File: config.mk
export PLATFORM = sky130hd
export DESIGN_NAME = fetch_unit
export DESIGN_NICKNAME = d
export VERILOG_FILES = /design/src/rtl/fetch_unit.sv
export SDC_FILE = /design/constraint.sdc
export NUM_CORES = 1
export LEC_CHECK = 0
export ABC_AREA = 1
export BUFFER_PORTS_ARGS = -buffer_cell sky130_fd_sc_hd__buf_2
export CORE_MARGIN = 4
export CORE_UTILIZATION = 45
export DETAILED_ROUTE_END_ITERATION = 12
export HOLD_SLACK_MARGIN = 0.08
export PLACE_DENSITY = 0.71
export SYNTH_ARGS = -nofsm -noshare
export SYNTH_HDL_FRONTEND = slang
export SYNTH_SLANG_ARGS = --single-unit
File: constraint.sdc
create_clock -name clk -period 1.6 [get_ports clk]
set_input_delay 0.24 -clock clk [delete_from_list [all_inputs] [get_ports clk]]
set_output_delay 0.24 -clock clk [all_outputs]
set_load 0.01 [all_outputs]
File: src/rtl/fetch_unit.sv
// Instruction-fetch stage: owns the PC, the instruction-memory request handshake
// and the IF/ID pipeline register. Handles stall, branch flush and HALT freeze.
module fetch_unit #(
  parameter logic [15:0] RESET_PC  = 16'h0000,
  parameter logic [15:0] NOP_INSTR = 16'h0000,
  parameter logic [3:0]  HALT_OPC  = 4'b1111
) (
  input  logic        clk,
  input  logic        rst,
  input  logic        stall,
  input  logic        flush,
  input  logic [15:0] branch_target,
  output logic        imem_req,
  output logic [15:0] imem_addr,
  input  logic [15:0] imem_data,
  input  logic        imem_valid,
  output logic [15:0] IF_ID_instr,
  output logic [15:0] IF_ID_pc_plus2,
  output logic        IF_ID_valid,
  output logic        halted
);

  typedef enum logic [1:0] {StReq, StBuf, StDrop, StHalt} state_e;

  state_e      state_q, state_d;
  logic [15:0] pc_q, pc_d;
  logic [15:0] buf_q, buf_d;
  logic [15:0] instr_q, instr_d;
  logic [15:0] pp2_q, pp2_d;
  logic        valid_q, valid_d;
  logic        halted_q, halted_d;

  logic [15:0] pc_plus2;
  logic [15:0] accept_word;
  logic        accept;

  assign pc_plus2    = pc_q + 16'd2;
  assign accept_word = (state_q == StBuf) ? buf_q : imem_data;

  assign imem_req       = !rst && ((state_q == StReq) || (state_q == StDrop));
  assign imem_addr      = pc_q;
  assign IF_ID_instr    = instr_q;
  assign IF_ID_pc_plus2 = pp2_q;
  assign IF_ID_valid    = valid_q;
  assign halted         = halted_q;

  always_comb begin
    state_d  = state_q;
    pc_d     = pc_q;
    buf_d    = buf_q;
    instr_d  = instr_q;
    pp2_d    = pp2_q;
    valid_d  = valid_q;
    halted_d = halted_q;
    accept   = 1'b0;

    if (flush) begin
      pc_d     = {branch_target[15:1], 1'b0};
      instr_d  = NOP_INSTR;
      pp2_d    = 16'h0000;
      valid_d  = 1'b0;
      halted_d = 1'b0;
      // A request still in flight must have its response drained before refetching.
      if (((state_q == StReq) || (state_q == StDrop)) && !imem_valid) begin
        state_d = StDrop;
      end else begin
        state_d = StReq;
      end
    end else begin
      unique case (state_q)
        StReq: begin
          if (imem_valid) begin
            if (stall) begin
              buf_d   = imem_data;
              state_d = StBuf;
            end else begin
              accept = 1'b1;
            end
          end else if (!stall) begin
            instr_d = NOP_INSTR;
            pp2_d   = 16'h0000;
            valid_d = 1'b0;
          end
        end
        StBuf: begin
          if (!stall) begin
            accept = 1'b1;
          end
        end
        StDrop: begin
          if (imem_valid) begin
            state_d = StReq;
          end
          if (!stall) begin
            instr_d = NOP_INSTR;
            pp2_d   = 16'h0000;
            valid_d = 1'b0;
          end
        end
        StHalt: begin
        end
        default: begin
          state_d = StReq;
        end
      endcase

      if (accept) begin
        instr_d = accept_word;
        pp2_d   = pc_plus2;
        valid_d = 1'b1;
        if (accept_word[15:12] == HALT_OPC) begin
          state_d  = StHalt;
          halted_d = 1'b1;
        end else begin
          pc_d    = pc_plus2;
          state_d = StReq;
        end
      end
    end
  end

  always_ff @(posedge clk) begin
    if (rst) begin
      state_q  <= StReq;
      pc_q     <= RESET_PC;
      buf_q    <= NOP_INSTR;
      instr_q  <= NOP_INSTR;
      pp2_q    <= 16'h0000;
      valid_q  <= 1'b0;
      halted_q <= 1'b0;
    end else begin
      state_q  <= state_d;
      pc_q     <= pc_d;
      buf_q    <= buf_d;
      instr_q  <= instr_d;
      pp2_q    <= pp2_d;
      valid_q  <= valid_d;
      halted_q <= halted_d;
    end
  end

endmodule

==> impl_results.md <==
* Status: complete, no violations
* CP arrival at 1.73 ns
* Unrepaired setup endpoints after global routing: true
* Top cells by area, synth: dfxtp_1 43%, nand2_1 14%, a21oi_1 10%
* Slowest CP cell: dfxtp_2
* Die Y at 91.1 um
* CP Class: reg -> reg
* Worst-path cell chain: buf_4 -> nor2_2 -> inv_2 -> nand3_2 -> inv_2 -> nand2_4 -> buf_4 -> nand3_1 -> a21oi_2
* Gpl congestion at 0.910
* DP HPWL at 6290 um
* H-Tree Depth at 3
* R2R depth at 9
* Post-DR vias/cell at 5.14
* Initial antenna violation count at 0
* Largest net degree at the start of global routing at 22
* Die area at 8290 um2
* Vias at 3312
* Crit path time final at 1.46 ns
* Placed cells at 628
* DRC at 0
* CTS tree: yes
* Final hold viol count at 0
* Num CTS Buffers at 9
* Starting Density at 0.459
* Syn avg cell area at 6.76 um2
* Post-CTS Setup Bufs at 0
* Layout net count at 597
* Most common library cells after synthesis: 114 x nand2_1, 66 x dfxtp_1, 63 x a21oi_1
* Peak supply drop at 0.000595 V
* HP Class: in -> reg
* Final setup fails at 0
* Global route overflow at 0
* IO buf count at 84
* I/O pin cnt at 88
* Clk pin slew, worst setup/hold paths at 0.07 ns
* CP Capture Type: flip-flop
* Longest Clk Path Bufs at 2
* Area of the multi-input gates at 1560 um2
* Clock Latency Late Sink at 0.34 ns
* Hold path start: imem_data[14]
* Adder-Cell Fraction of Synth Area at 0.00403
* Antenna Cells at 0
* Max incr delay on CP at 0.35 ns
* Layout fillers at 690
* Largest family of logic cells by synthesized area: simple AND/OR/NAND/NOR gates
* Clock Skew at 0.00759 ns
* Mux share of post-synthesis cell area at 0
* Vias in the first global route at 3084
* Ys async rst share at 0
* Layout area overhead at 29.3%
* Final Cycle Share at 0.910
* Final WL at 8620 um
* Min Hold Slack at 0.155 ns
* Synth warn at 0
* Gr usage total at 0.209
* DRT iter0 DRCs at 126
* Req. time, crit path at 1.87 ns
* Worst reg2reg endpoint: imem_addr[10]$_SDFFE_PP0P_
* Number of synthesized flops with an enable pin at 0
* Compound-Gate Fraction of Synth Area at 0.174
* Chip width at 91.1 um
* Row count at 30
* Final Cell Area at 4010 um2
* Gate Count Post-Synth at 459
* Placed Instance Area at 3720 um2
* Hold path endpoint: buf_q[14]$_SDFFE_PP0P_
* Seq cells post-synth at 66
* Reg2reg setup slack at 0.14 ns
* WL per Instance at 13.4 um
* DRT antenna net count at 0
* First-pass GRT wire length at 14200 um
* Setup TNS Final at 0 ns
* Dominant synthesized flop cell: dfxtp_1
* CTS Sinks at 66
* Highest clock rate at 0.687 GHz
* Distinct cells, synth at 28
* PwrDens at 1010 nW/um2
* # Max-Cap Violations at 0
* Simple-gate share of the synthesized area at 0.302
* XOR/XNOR Fraction of Synth Area at 0.00564
* CP Launch Type: flip-flop
* Pins Over Slew Limit at 0
* Core ar. at 6760 um2
* CTS Root Cell: clkbuf_8
* Total chip power at 4.03 mW
* Share of cells above drive strength 1 at 0.273
* Post-CTS Hold Buffers at 0
* Leakage Power at 1.85 nW
* Synth area leader: dfxtp_1
* Crit Path Max Fanout at 7
* Sequential area share after synthesis at 0.426
* Synthesized cell area at 3100 um2
* Hold path depth at 3
* DR pass1 iterations at 5
* Cell with the most instances after synthesis: nand2_1
* Fin cells at 644
* Area share of the largest cell type after synthesis at 0.426
* FF-to-FF Start: state_q[0]$_SDFFE_PP0P_
* Reg area at 1330 um2
==> logic make-up (layout without fill, tap and decap cells) <==
family                   Yosys count  count (layout)
AO/OA/AOI/OAI                    104             104
XOR/XNOR                           2               2
adder cells (fa/ha/maj)            1               1
buffers and inverters             63             167
flip-flops                        66              66
other                              1               2
AND/OR/NAND/NOR                  222             222
==> what timing repair did <==
action	in CTS	in global routing
pin swaps	0	2
endpoints found under the setup margin	11	18
gates resized for setup	1	17
==> layer usage <==
metal  GRT usage  wire (um)
met1       0.277       4010
met2       0.332       3980
met3      0.0447        508
met4      0.0842        124
met5           0          0
==> critical path, delay by kind of cell, from the launching register on <==
kind	cells	cell delay, ns
and+or+nand+nor	4	0.46
AOI/OAI and AO/OA	1	0.14
buffers and inverters	4	0.46
DFF	1	0.35
==> layout by cell type (no fill, tap or decap) <==
master,synthesis,routed
buf_2,3,84
o21ai_1,0,1
nor2_4,0,1
inv_1,32,32
o21bai_1,1,1
clkbuf_8,0,9
nand2_2,3,2
o21ai_0,35,34
nand3_1,43,41
nand2_1,114,114
a21oi_2,0,1
nand3_2,1,3
o21a_1,1,1
nor2_2,0,4
a21oi_1,63,62
buf_6,3,1
xnor2_1,2,2
dfxtp_2,0,4
a2bb2oi_1,2,2
buf_4,2,29
clkbuf_1,16,2
clkinv_2,0,1
ha_2,0,1
conb_1,1,2
o21ai_2,2,2
nor2_1,50,45
clkinv_1,2,2
nand3b_1,1,1
clkinvlp_4,0,1
nor3_1,1,1
nand2_8,0,1
inv_2,3,3
nand2_4,2,2
dfxtp_1,66,62
or2_2,2,2
bufinv_16,0,3
nand4_1,5,5
==> metrics by stage <==
| stage | worst slack (ns) | util |
|---|---|---|
| final | 0.144 | 0.594 |
| after floorplan | 0.0895 | - |
| after CTS | 0.0484 | 0.586 |
| after global routing | -0.00267 | 0.594 |
| after detailed placement | -0.00634 | 0.551 |
| after global placement | 0.123 | 0.551 |
==> power by group <==
part	internal, mW	total (mW)	switching [mW]
Combinational	0.240	0.601	0.361
Sequential	1.71	1.76	0.0487
Clock	1.03	1.67	0.638
Total	2.99	4.03	1.05
==> layout make-up <==
| class | instances | area share |
|---|---|---|
| inverters | 37 | 0.0346 |
| flip-flops and latches | 66 | 0.331 |
| well taps | 80 | 0.0249 |
| clock buffers | 11 | 0.0327 |
| multi-input cells | 331 | 0.390 |
| repair buffers | 114 | 0.162 |
| clock inverters | 5 | 0.0256 |
==> state kept, by name (all words and copies together) (netlist names) <==
register        cells
imem_addr          15
state_q             2
IF_ID_valid         1
IF_ID_pc_plus2     15
IF_ID_instr        16
buf_q              16
halted              1
==> worst max-delay path by stage <==
stage / from / to / cells after the start
floorplan: imem_addr[1]$_SDFFE_PP0P_ / imem_addr[13]$_SDFFE_PP0P_ / 8
global placement: state_q[0]$_SDFFE_PP0P_ / imem_addr[1]$_SDFFE_PP0P_ / 9
detailed placement: state_q[0]$_SDFFE_PP0P_ / imem_addr[13]$_SDFFE_PP0P_ / 8
CTS: state_q[0]$_SDFFE_PP0P_ / imem_addr[6]$_SDFFE_PP0P_ / 9
global route: imem_addr[2]$_SDFFE_PP0P_ / imem_addr[15]$_SDFFE_PP0P_ / 10
finish: state_q[0]$_SDFFE_PP0P_ / imem_addr[10]$_SDFFE_PP0P_ / 9
(Power assumes the default switching activity.)
